$ cat src/rtl/pulse_req_gen_if.sv
// ---------------------------------------------------------------------------
// pulse_req_gen_if
//   Request/acknowledge bundle between the pulse request generator and its
//   environment (the source-side event producer and the destination
//   synchroniser that returns the toggle).
//
// Parameters
//   CNT_W        width of src_pending; must match the generator's CNT_W
//
// Signals
//   src_pulse    single-cycle event request (src_clk domain)
//   ack_toggle   returned toggle from the destination domain (asynchronous)
//   src_toggle   registered request toggle towards the destination
//   src_busy     request outstanding or events pending
//   src_pending  queued events not yet launched
//   src_overflow one-cycle pulse when an event was dropped
//   src_timeout  sticky acknowledge-timeout flag
//
// Modports
//   master       the generator side (drives the toggle and the status)
//   slave        the environment side (drives pulse and returned toggle)
// ---------------------------------------------------------------------------
interface pulse_req_gen_if #(
    parameter int CNT_W = 4
);
    logic             src_pulse;
    logic             ack_toggle;
    logic             src_toggle;
    logic             src_busy;
    logic [CNT_W-1:0] src_pending;
    logic             src_overflow;
    logic             src_timeout;

    modport master (
        input  src_pulse,
        input  ack_toggle,
        output src_toggle,
        output src_busy,
        output src_pending,
        output src_overflow,
        output src_timeout
    );

    modport slave (
        output src_pulse,
        output ack_toggle,
        input  src_toggle,
        input  src_busy,
        input  src_pending,
        input  src_overflow,
        input  src_timeout
    );
endinterface

$ cat src/rtl/pulse_req_gen.sv
// ---------------------------------------------------------------------------
// pulse_req_gen
//   Source side of a toggle-based pulse synchroniser. Each src_pulse event
//   becomes one inversion of src_toggle; a new inversion is only launched
//   once the destination has echoed the previous one back on ack_toggle, so
//   no toggle can be lost downstream. Events arriving while a request is in
//   flight are queued in a saturating counter and launched back to back as
//   acknowledges return.
//
// Parameters
//   DEPTH    synchroniser flops on ack_toggle (2..4)
//   CNT_W    pending-event counter width (1..8)
//   TIMEOUT  WAIT_ACK cycles before src_timeout sets (2..65535)
//
// Ports
//   src_clk  source-domain clock
//   src_rst  asynchronous active-high reset (deassertion synchronised
//            outside this block)
//   bus      pulse_req_gen_if.master: src_pulse, ack_toggle in;
//            src_toggle, src_busy, src_pending, src_overflow, src_timeout out
//
// Configuration
//   PULSE_REQ_GEN_TIMEOUT_EN  when defined, a 16-bit acknowledge watchdog
//            drives the sticky src_timeout flag; otherwise src_timeout is 0.
// ---------------------------------------------------------------------------
module pulse_req_gen #(
    parameter int DEPTH   = 2,
    parameter int CNT_W   = 4,
    parameter int TIMEOUT = 1024
) (
    input  logic               src_clk,
    input  logic               src_rst,
    pulse_req_gen_if.master    bus
);

    typedef enum logic {
        IDLE     = 1'b0,
        WAIT_ACK = 1'b1
    } state_t;

    localparam logic [CNT_W-1:0] PEND_MAX = '1;

    state_t           state;
    logic [DEPTH-1:0] ack_sync;
    logic             ack_s;
    logic             toggle_q;
    logic [CNT_W-1:0] pending_q;
    logic             overflow_q;
    logic             timeout_q;

    logic             match;
    logic             launch;

    // Only the last synchroniser flop is ever looked at.
    assign ack_s  = ack_sync[DEPTH-1];
    assign match  = (ack_s == toggle_q);

    // A launch needs something to send and a free channel: either idle, or
    // the previous toggle has just come back.
    assign launch = (bus.src_pulse || (pending_q != '0)) &&
                    ((state == IDLE) || match);

    always_ff @(posedge src_clk or posedge src_rst) begin
        if (src_rst) begin
            ack_sync   <= '0;
            state      <= IDLE;
            toggle_q   <= 1'b0;
            pending_q  <= '0;
            overflow_q <= 1'b0;
        end else begin
            // NOTE: non-blocking assignments throughout, so every decision
            // below uses the register values from before this edge.
            ack_sync   <= {ack_sync[DEPTH-2:0], bus.ack_toggle};
            overflow_q <= 1'b0;

            if (launch) begin
                toggle_q <= ~toggle_q;
            end

            case (state)
                IDLE: begin
                    // A stale mismatch in IDLE is deliberately ignored.
                    if (launch) begin
                        state <= WAIT_ACK;
                    end
                end
                WAIT_ACK: begin
                    if (match && !launch) begin
                        state <= IDLE;
                    end
                end
                default: state <= IDLE;
            endcase

            // A pulse coinciding with a launch nets to zero: either it is the
            // event being launched, or it replaces the pending one consumed.
            if (bus.src_pulse && !launch) begin
                if (pending_q == PEND_MAX) begin
                    overflow_q <= 1'b1;
                end else begin
                    pending_q <= pending_q + 1'b1;
                end
            end else if (!bus.src_pulse && launch) begin
                pending_q <= pending_q - 1'b1;
            end
        end
    end

`ifdef PULSE_REQ_GEN_TIMEOUT_EN
    localparam logic [15:0] TIMEOUT_LAST = 16'(TIMEOUT - 1);

    logic [15:0] wait_cnt;

    // Watchdog counts unanswered WAIT_ACK cycles; it only raises a flag and
    // never steers the FSM.
    always_ff @(posedge src_clk or posedge src_rst) begin
        if (src_rst) begin
            wait_cnt  <= '0;
            timeout_q <= 1'b0;
        end else if (launch) begin
            wait_cnt <= '0;
        end else if ((state == WAIT_ACK) && !match) begin
            if (wait_cnt != 16'hFFFF) begin
                wait_cnt <= wait_cnt + 16'd1;
            end
            if (wait_cnt == TIMEOUT_LAST) begin
                timeout_q <= 1'b1;
            end
        end
    end
`else
    assign timeout_q = 1'b0;
`endif

    assign bus.src_toggle   = toggle_q;
    assign bus.src_busy     = (state == WAIT_ACK) || (pending_q != '0);
    assign bus.src_pending  = pending_q;
    assign bus.src_overflow = overflow_q;
    assign bus.src_timeout  = timeout_q;

endmodule

$ cat src/flat_wrapper.sv
// flat-port wrapper written by rule: the top's interface ports become plain ports
module pulse_req_gen_flat 
#(
    parameter int DEPTH   = 2,
    parameter int CNT_W   = 4,
    parameter int TIMEOUT = 1024
)
  (src_clk, src_rst, bus_src_pulse, bus_ack_toggle, bus_src_toggle, bus_src_busy, bus_src_pending, bus_src_overflow, bus_src_timeout);
  pulse_req_gen_if #(.CNT_W(CNT_W)) bus_i ();
  input  logic src_clk;
  input  logic src_rst;
  input wire logic [$bits(bus_i.src_pulse)-1:0] bus_src_pulse;
  input wire logic [$bits(bus_i.ack_toggle)-1:0] bus_ack_toggle;
  output wire logic [$bits(bus_i.src_toggle)-1:0] bus_src_toggle;
  output wire logic [$bits(bus_i.src_busy)-1:0] bus_src_busy;
  output wire logic [$bits(bus_i.src_pending)-1:0] bus_src_pending;
  output wire logic [$bits(bus_i.src_overflow)-1:0] bus_src_overflow;
  output wire logic [$bits(bus_i.src_timeout)-1:0] bus_src_timeout;
  assign bus_i.src_pulse = bus_src_pulse;
  assign bus_i.ack_toggle = bus_ack_toggle;
  assign bus_src_toggle = bus_i.src_toggle;
  assign bus_src_busy = bus_i.src_busy;
  assign bus_src_pending = bus_i.src_pending;
  assign bus_src_overflow = bus_i.src_overflow;
  assign bus_src_timeout = bus_i.src_timeout;
  pulse_req_gen #(.DEPTH(DEPTH), .CNT_W(CNT_W), .TIMEOUT(TIMEOUT)) u_core (.src_clk(src_clk), .src_rst(src_rst), .bus(bus_i));
endmodule
$ cat config.mk
export PLATFORM = sky130hd
export DESIGN_NAME = pulse_req_gen_flat
export DESIGN_NICKNAME = d
export VERILOG_FILES = /design/src/rtl/pulse_req_gen_if.sv /design/src/rtl/pulse_req_gen.sv /design/src/flat_wrapper.sv
export SDC_FILE = /design/constraint.sdc
export NUM_CORES = 1
export LEC_CHECK = 0
export CORE_AREA = 4 4 41 43
export CTS_CLUSTER_DIAMETER = 100
export DETAILED_ROUTE_END_ITERATION = 10
export DIE_AREA = 0 0 45 47
export GPL_ROUTABILITY_DRIVEN = 0
export SLEW_MARGIN = 0
export SYNTH_ARGS = -nofsm -noshare
export SYNTH_HDL_FRONTEND = slang
export SYNTH_SLANG_ARGS = --single-unit
$ cat constraint.sdc
create_clock -name src_clk -period 2.6 [get_ports src_clk]
set_input_delay 0.52 -clock src_clk [delete_from_list [all_inputs] [get_ports src_clk]]
set_output_delay 0.52 -clock src_clk [all_outputs]
set_load 0.01 [all_outputs]
Word-level counts from Yosys, hierarchy flattened --
Cells that the tools add are included.
Storage, ports and cells: register bits 9, input bits 4, logic and storage cells 32
Cells by class: add/subtract/negate cells 2, equality and inequality tests 3, mux-type cells 8, bitwise gates (word level) 2, reduce and logical (&&, ||, !) cells 12
Operators with widths (number):
- $mux W4 | 3
- $add A4 B1 Y4 const B | 1
- $eq A4 B4 Y1 const B | 1
- $logic_and A1 B1 Y1 | 4
- $mux W1 | 4
- $reduce_bool A4 Y1 | 1
- $sub A4 B1 Y4 const B | 1
- $logic_or A1 B1 Y1 | 3
- $logic_not A1 Y1 | 2
- $ne A2 B2 Y1 const B | 1
- $not A1 Y1 | 2
- $pmux W1 S2 | 1
- $reduce_and A2 Y1 | 1
- $reduce_bool A2 Y1 | 1
- $eq A1 B1 Y1 | 1

Logic depth before layout (Yosys ltp) --
Gate-level depths: netlist (run 1).
word-level depth 7, depth in mapped cells 7, mapped depth without buffers 7

Worst setup path before layout (run 1) --
OpenSTA, ideal clock, no wires.
path kind register to register, from register u_core.toggle_q, in the netlist u_core.bus.src_toggle, to register u_core.pending_q[3], in the netlist u_core.bus.src_pending[3], library setup time 0.138 ns, data arrival time 1.774 ns, required time 2.462 ns, path slack 0.688 ns, stages on the path, launching flop included 8, clock period less this slack 1.912 ns, cell sequence dfrtp_1 > xor2_1 > and3_2 > inv_1 > ha_1 > a21o_1 > a21oi_1 > mux4_2
Between the ends: cells in the longest elaborated chain, start to end 7, elaborated cells between the ends (all ways) 10
Ends and longest elaborated chain:
- start: declaration | RTL line pulse_req_gen.sv:46 | logic toggle_q;
- start signal: assignment | RTL line pulse_req_gen.sv:77 | toggle_q <= ~toggle_q;
- $eq A1 B1 Y1 * | RTL line pulse_req_gen.sv:56 | assign match = (ack_s == toggle_q);
- $logic_or A1 B1 Y1 * | RTL line pulse_req_gen.sv:61 | ((state == IDLE) || match);
- $logic_and A1 B1 Y1 * | RTL line pulse_req_gen.sv:60 | assign launch = (bus.src_pulse || (pending_q != '0)) &&
- $logic_not A1 Y1 | RTL line pulse_req_gen.sv:97 | if (bus.src_pulse && !launch) begin
- $logic_and A1 B1 Y1 | RTL line pulse_req_gen.sv:97
- $ne A2 B2 Y1 (no line) / $reduce_bool A2 Y1 (equally long branches)
- $reduce_and A2 Y1 (no line)
- end signal: assignment | RTL line pulse_req_gen.sv:101 | pending_q <= pending_q + 1'b1;
- end signal: assignment | RTL line pulse_req_gen.sv:104 | pending_q <= pending_q - 1'b1;
- end: declaration | RTL line pulse_req_gen.sv:47 | logic [CNT_W-1:0] pending_q;
Every way passes the cells marked *; elsewhere a longest branch is shown, timed or not. A chain may end at the register's enable or synchronous reset.

Worst setup path after layout (run 1) --
from register u_core.pending_q[2], in the netlist u_core.bus.src_pending[2], to output port bus_src_busy
Between the ends: cells in the longest elaborated chain, start to end 2
Ends and longest elaborated chain:
- $reduce_bool A4 Y1 | RTL line pulse_req_gen.sv:136 | assign bus.src_busy = (state == WAIT_ACK) || (pending_q != '0);
- $logic_or A1 B1 Y1 | RTL line pulse_req_gen.sv:136
- end: declaration | RTL line flat_wrapper.sv:15 | output wire logic [$bits(bus_i.src_busy)-1:0] bus_src_busy;
No other way between the ends.

==> results of run 1 <==
-- state kept, by name (all words and copies together) (netlist names) --
| signal | flops |
|---|---|
| u_core.bus.src_pending | 4 |
| u_core.bus.src_overflow | 1 |
| u_core.bus.src_toggle | 1 |
| u_core.ack_sync | 2 |
| u_core.state | 1 |
-- metrics by stage --
step                      total power, mW  std cells
after floorplan                     0.519         40
after global placement              0.648         64
after detailed placement            0.660         64
after CTS                           0.778         68
after global routing                0.825         68
final                               0.760         68
-- worst min-delay path by stage --
stage | start | end | slack, ps | cells after the start
after floorplan | u_core.ack_sync[0] | u_core.ack_sync[1] | 330 | 0
after CTS | u_core.ack_sync[0] | u_core.ack_sync[1] | 360 | 0
after detailed placement | u_core.ack_sync[0] | u_core.ack_sync[1] | 340 | 0
after global placement | u_core.ack_sync[0] | u_core.ack_sync[1] | 340 | 0
after global routing | u_core.ack_sync[0] | u_core.ack_sync[1] | 370 | 0
final | u_core.ack_sync[0] | u_core.ack_sync[1] | 350 | 0
-- cell families after synthesis --
family	count (synthesis)
DFF	9
muxes	3
AOI/OAI and AO/OA	4
buffers and inverters	4
and+or+nand+nor	12
other	1
xor gates and xnor gates	4
adders and majority gates	3
-- power groups by stage --
stage,combinational [mW],clock (mW),sequential [mW]
floorplan,0.248,0,0.271
global placement,0.390,0,0.258
detailed placement,0.399,0,0.262
CTS,0.402,0.117,0.259
global route,0.439,0.122,0.265
finish,0.394,0.110,0.256
-- Yosys cell counts --
library cell,number,area [um^2]
a21o_1,1,7.51
a21oi_1,1,5.00
nand2_1,2,7.51
nor4_2,1,12.5
buf_4,1,7.51
nand2b_1,1,6.26
nor3_1,1,5.00
a22oi_2,1,12.5
mux2_2,2,22.5
ha_1,2,25.0
mux4_2,1,22.5
or3_1,1,6.26
inv_1,3,11.3
conb_1,1,3.75
xor2_1,2,17.5
dfrtp_1,9,225
fa_1,1,20.0
o21ai_0,1,5.00
and3_2,1,7.51
nor2_1,2,7.51
nand4_1,1,6.26
xnor2_1,2,17.5
and2_2,1,7.51
or2b_1,1,7.51
-- metal layers --
| layer | vias to the layer above | track usage [%] |
|---|---|---|
| li1 | 161 | - |
| met5 | - | 0 |
| met3 | 2 | 2.30 |
| met2 | 9 | 15.5 |
| met1 | 154 | 10.8 |
| met4 | 0 | 7.02 |
-- worst register-to-register path, cell delays in order, from the launching register on --
cell and delay [ps]:
dfrtp_1 400, xor2_1 230, and3_2 250, inv_1 90, ha_1 290, a21o_1 160
a21oi_1 150, mux4_2 300
-- cell type report --
type	count	area, um^2
clock buffer	4	26.3
fill	140	687
inverter	3	11.3
multi-input combinational	27	233
sequential	9	225
tap	15	18.8
timing repair buffer	10	100
==> summary.txt, run 1 <==
GRT
  – Grt total ovfl: 0
  – Vias in the first global route: 342
  – Pin count of the biggest net entering global routing: 10
  – Total Routing Usage GR: 9.52%
  – Wire length of the first global-routing pass: 1.40 mm
  – Antenna violations before repair: 0

Worst setup path
  – Timing endpoint of the critical path: bus_src_busy
  – Crit Path Class: reg2out
  – Max Fanout on Critical Path: 5
  – Critical Path Start Type: register
  – Capture point of the worst reg-to-reg path: u_core.bus.src_pending[3]
  – Cell class contributing the biggest share of worst-path delay: simple AND/OR/NAND/NOR gates
  – Startpoint of the worst-slack reg-to-reg timing path: u_core.bus.src_toggle
  – Buf/Inv on CP: 1
  – R2r worst-path depth: 7
  – Critical Path Max Stage Delay: 470 ps
  – CP max-delay cell: clkdlybuf4s50_1
  – Crit path depth: 3
  – CP Capture Type: output pin
  – Arrival time of data at the critical path endpoint: 1870 ps
  – Worst-case register-to-register setup slack: 600 ps
  – CP startpoint: u_core.bus.src_pending[2]
  – CP cell instances: nor4_2 > or2b_1 > clkdlybuf4s50_1
  – Required time of the worst setup path: 2080 ps

Clock network
  – Post-CTS repair timing setup buffer count: 0
  – Sinks on Clock Net: 9
  – Number of buffers created by CTS: 3
  – Max Buffers Root-to-Sink: 2
  – Hold bufs inserted after CTS: 0
  – Clock root buffer: clkbuf_4
  – CTS resizes: 0
  – Maximum level of the CTS H-tree: 1
  – Latest clock arrival within the worst-skew pair: 260 ps
  – Clock tree from TritonCTS: yes
  – Clock slew seen by the registers of the worst setup and hold paths: 60 ps

Power
  – Sequential power share: 33.7%
  – Portion of total power attributed to combinational logic: 51.9%
  – Fraction of power consumed by the clock network: 14.5%
  – Internal power of the cells: 0.483 mW
  – Peak supply drop: 0.485 mV
  – Switching power share of the total: 36.5%
  – P per Cell Area: 1240 nW/um^2
  – Total leakage power: 0.254 nW
  – Switching component of the power: 0.278 mW

Final layout
  – Most frequent cells in the layout: clkdlybuf4s50_1, dfrtp_1, inv_1, clkbuf_4
  – Layout cells sized above 1: 18.9%
  – End-of-flow core utilization: 47.2%
  – Most common cell after layout, fill and taps aside: clkdlybuf4s50_1
  – Syn-to-layout area delta: 28.9%
  – Number of diodes added for antenna fixing: 0
  – NumNets Final: 61
  – Post-route cell area: 614 um^2

Synthesis
  – Syn. warnings: 0
  – Average instance area after synthesis: 11.9 um^2
  – Share of synthesized area occupied by flip-flops and latches: 47.2%
  – Number of instances in the synthesized netlist: 40
  – Count of unique library cells instantiated by Yosys: 24
  – Synth Net Count: 47
  – Post-synthesis mux area share: 9.45%
  – Post-Synth Simple-Gate Area: 15.5%
  – Post-synthesis compound-gate area fraction: 6.30%
  – Dominant combinational cell family by area after synthesis: simple AND/OR/NAND/NOR gates
  – Area share of fa/ha/maj cells after synthesis: 9.45%
  – Synthesized-area fraction occupied by xor and xnor cells: 7.35%
  – Netlist area before placement: 477 um^2
  – Register bit total from synthesis: 9

Floorplanning
  – Total Die Area: 2120 um^2
  – Row count: 13
  – Die Height: 47 um
  – Core box area: 1300 um^2
  – Top-level I/O count: 12
  – Initial Util: 36.6%
  – Overall die width: 45 um

Worst hold path
  – Type of the most critical hold path: reg2reg

Drt
  – Count of antenna-violating nets left after detailed routing: 0
  – Routed metal-1 wirelength: 343 um
  – Amount of wire on met3 after detailed routing: 43 um
  – Routed wire length: 806 um
  – Detailed Route Iter0 Violations: 0
  – Top layer in use: met4
  – # DRC: 0
  – Via density per instance: 4.79
  – Total met2 wirelength after detailed routing: 398 um
  – Number of detailed-routing iterations run before antenna repair: 1
  – Drt wl/cell: 11.9 um
  – Overall via count from detail_route: 326

STA
  – Upper clock frequency limit: 418 MHz
  – Part of the cycle the worst path needs: 92.0%
  – Worst slack on hold paths: 350 ps
  – Final Hold Fails: 0
  – Setup repair after global routing missed its margin: no
  – Fin. max-slew vios: 0
  – Setup tns final: 0 ps
  – Min setup slack post-route: 209 ps
  – Clock skew after layout: 1.29 ps
  – Number of setup violations in the final report: 0
  – Final critical delay including setup and external delays: 2390 ps

Placed design
  – Post-place instance area: 588 um^2
  – Estimated wirelength of the detail-placed design: 640 um
  – Worst setup slack after placement: 153 ps
  – I/O Buffers: 10

Run status
  – Run status: finished clean

Run
  – Number of violations of the max-capacitance limit: 0
No activity file was read; power rests on OpenSTA's default activity.
==> run 2: changes to the inputs <==
==> constraint.sdc (replaced) <==
create_clock -name src_clk -period 2.96 [get_ports src_clk]
set_input_delay 0.592 -clock src_clk [delete_from_list [all_inputs] [get_ports src_clk]]
set_output_delay 0.592 -clock src_clk [all_outputs]
set_load 0.01 [all_outputs]
==> summary.txt, run 2 (same netlist as run 1, synthesis figures left out) <==
Run status
  – Run status: finished clean

Worst setup path
  – Worst-case register-to-register setup slack: 950 ps
  – Critical Path Max Stage Delay: 470 ps
  – Capture point of the worst reg-to-reg path: u_core.bus.src_pending[3]
  – CP max-delay cell: dfrtp_1
  – Startpoint of the worst-slack reg-to-reg timing path: u_core.bus.src_toggle
  – Arrival time of data at the critical path endpoint: 1860 ps
  – Required time of the worst setup path: 2370 ps
  – Cell class contributing the biggest share of worst-path delay: simple AND/OR/NAND/NOR gates
  – Crit Path Class: reg2out
  – CP Capture Type: output pin
  – Critical Path Start Type: register
  – R2r worst-path depth: 7
  – CP cell instances: nor4_2 > or2b_1 > clkdlybuf4s50_1
  – Buf/Inv on CP: 1
  – Max Fanout on Critical Path: 6

Drt
  – Via density per instance: 5.03
  – Number of detailed-routing iterations run before antenna repair: 2
  – Count of antenna-violating nets left after detailed routing: 0
  – Detailed Route Iter0 Violations: 6
  – Overall via count from detail_route: 342
  – # DRC: 0
  – Routed wire length: 821 um
  – Drt wl/cell: 12.1 um

STA
  – Setup repair after global routing missed its margin: no
  – Final Hold Fails: 0
  – Clock skew after layout: 2.48 ps
  – Part of the cycle the worst path needs: 82.8%
  – Setup tns final: 0 ps
  – Worst slack on hold paths: 355 ps
  – Upper clock frequency limit: 408 MHz
  – Fin. max-slew vios: 0
  – Number of setup violations in the final report: 0
  – Final critical delay including setup and external delays: 2450 ps

Final layout
  – Most frequent cells in the layout: clkdlybuf4s50_1, dfrtp_1, inv_1, clkbuf_4
  – Max reg flops: 4
  – Number of diodes added for antenna fixing: 0
  – Most common cell after layout, fill and taps aside: clkdlybuf4s50_1
  – Post-route cell area: 614 um^2
  – End-of-flow core utilization: 47.2%
  – Syn-to-layout area delta: 28.9%
  – Layout cells sized above 1: 18.9%
  – NumNets Final: 61

Placed design
  – Estimated wirelength of the detail-placed design: 679 um
  – Post-place instance area: 588 um^2
  – I/O Buffers: 10

Floorplanning
  – Initial Util: 36.6%
  – Row count: 13
  – Overall die width: 45 um
  – Core box area: 1300 um^2
  – Top-level I/O count: 12
  – Die Height: 47 um
  – Total Die Area: 2120 um^2

Worst hold path
  – Type of the most critical hold path: reg2reg
  – Start point of the worst hold path: u_core.ack_sync[0]
  – End point of the worst hold path: u_core.ack_sync[1]
  – Instance count along the most critical hold path: 0

GRT
  – Grt total ovfl: 0
  – Total Routing Usage GR: 10.3%
  – Vias in the first global route: 348
  – Antenna violations before repair: 0
  – Pin count of the biggest net entering global routing: 10
  – Wire length of the first global-routing pass: 1.47 mm

Clock network
  – Maximum level of the CTS H-tree: 1
  – Sinks on Clock Net: 9
  – Max Buffers Root-to-Sink: 2
  – Post-CTS repair timing setup buffer count: 0
  – Number of buffers created by CTS: 3
  – Clock tree from TritonCTS: yes
  – Hold bufs inserted after CTS: 0
  – CTS resizes: 0
  – Clock root buffer: clkbuf_4
  – Clock slew seen by the registers of the worst setup and hold paths: 60 ps
  – Latest clock arrival within the worst-skew pair: 260 ps

Power
  – Internal power of the cells: 0.421 mW
  – Sequential power share: 34.1%
  – Post-layout power: 0.667 mW
  – Switching component of the power: 0.246 mW
  – Portion of total power attributed to combinational logic: 51.7%
  – Switching power share of the total: 36.9%
  – P per Cell Area: 1090 nW/um^2
  – Fraction of power consumed by the clock network: 14.2%
  – Peak supply drop: 0.388 mV
  – Total leakage power: 0.254 nW

Run
  – Number of violations of the max-capacitance limit: 0
==> run 2: cell counts in the layout (fill, tap and decap cells not counted) <==
No cell type changed its count.
==> run 2: area by class of cell <==
type | instances | area (um^2)
fill | 132 | 687
multi-input combinational | 27 | 233
sequential | 9 | 225
timing repair buffer | 10 | 100
clock buffer | 4 | 26.3
tap | 15 | 18.8
inverter | 3 | 11.3
==> run 2: layer usage <==
metal | track usage [%] | vias to the layer above | share of wire (%)
met4 | 7.02 | 0 | 2.1
met3 | 4.60 | 4 | 4.9
li1 | - | 160 | -
met5 | 0 | - | 0
met1 | 10.7 | 169 | 40
met2 | 16.7 | 9 | 53
==> run 2: stage by stage <==
stage | cells | setup WS (ps)
floorplan | 40 | 1050
global placement | 64 | 484
detailed placement | 64 | 439
CTS | 68 | 494
global route | 68 | 375
finish | 68 | 510
==> run 2: worst register-to-register path, cell delays in order, from the launching register on <==
cell,delay (ps)
dfrtp_1,400
xor2_1,230
and3_2,250
inv_1,100
ha_1,280
a21o_1,150
a21oi_1,150
mux4_2,310
==> run 2: power groups by stage <==
stage / Combinational, mW / Sequential, mW / Clock (mW)
floorplan: 0.218 / 0.238 / 0
global placement: 0.340 / 0.226 / 0
detailed placement: 0.349 / 0.231 / 0
CTS: 0.352 / 0.229 / 0.0983
global route: 0.387 / 0.237 / 0.108
finish: 0.345 / 0.228 / 0.0947
==> run 2: how the worst max path moves through the flow <==
stage | start | endpoint | slack (ps) | cells past startpoint
floorplan | u_core.bus.src_toggle | u_core.bus.src_pending[3] | 1050 | 7
global placement | bus_src_pulse | u_core.bus.src_pending[3] | 480 | 7
detailed placement | bus_src_pulse | u_core.bus.src_pending[3] | 440 | 7
CTS | u_core.bus.src_pending[0] | bus_src_busy | 490 | 3
global route | u_core.bus.src_pending[0] | bus_src_busy | 380 | 3
finish | u_core.bus.src_pending[0] | bus_src_busy | 510 | 3
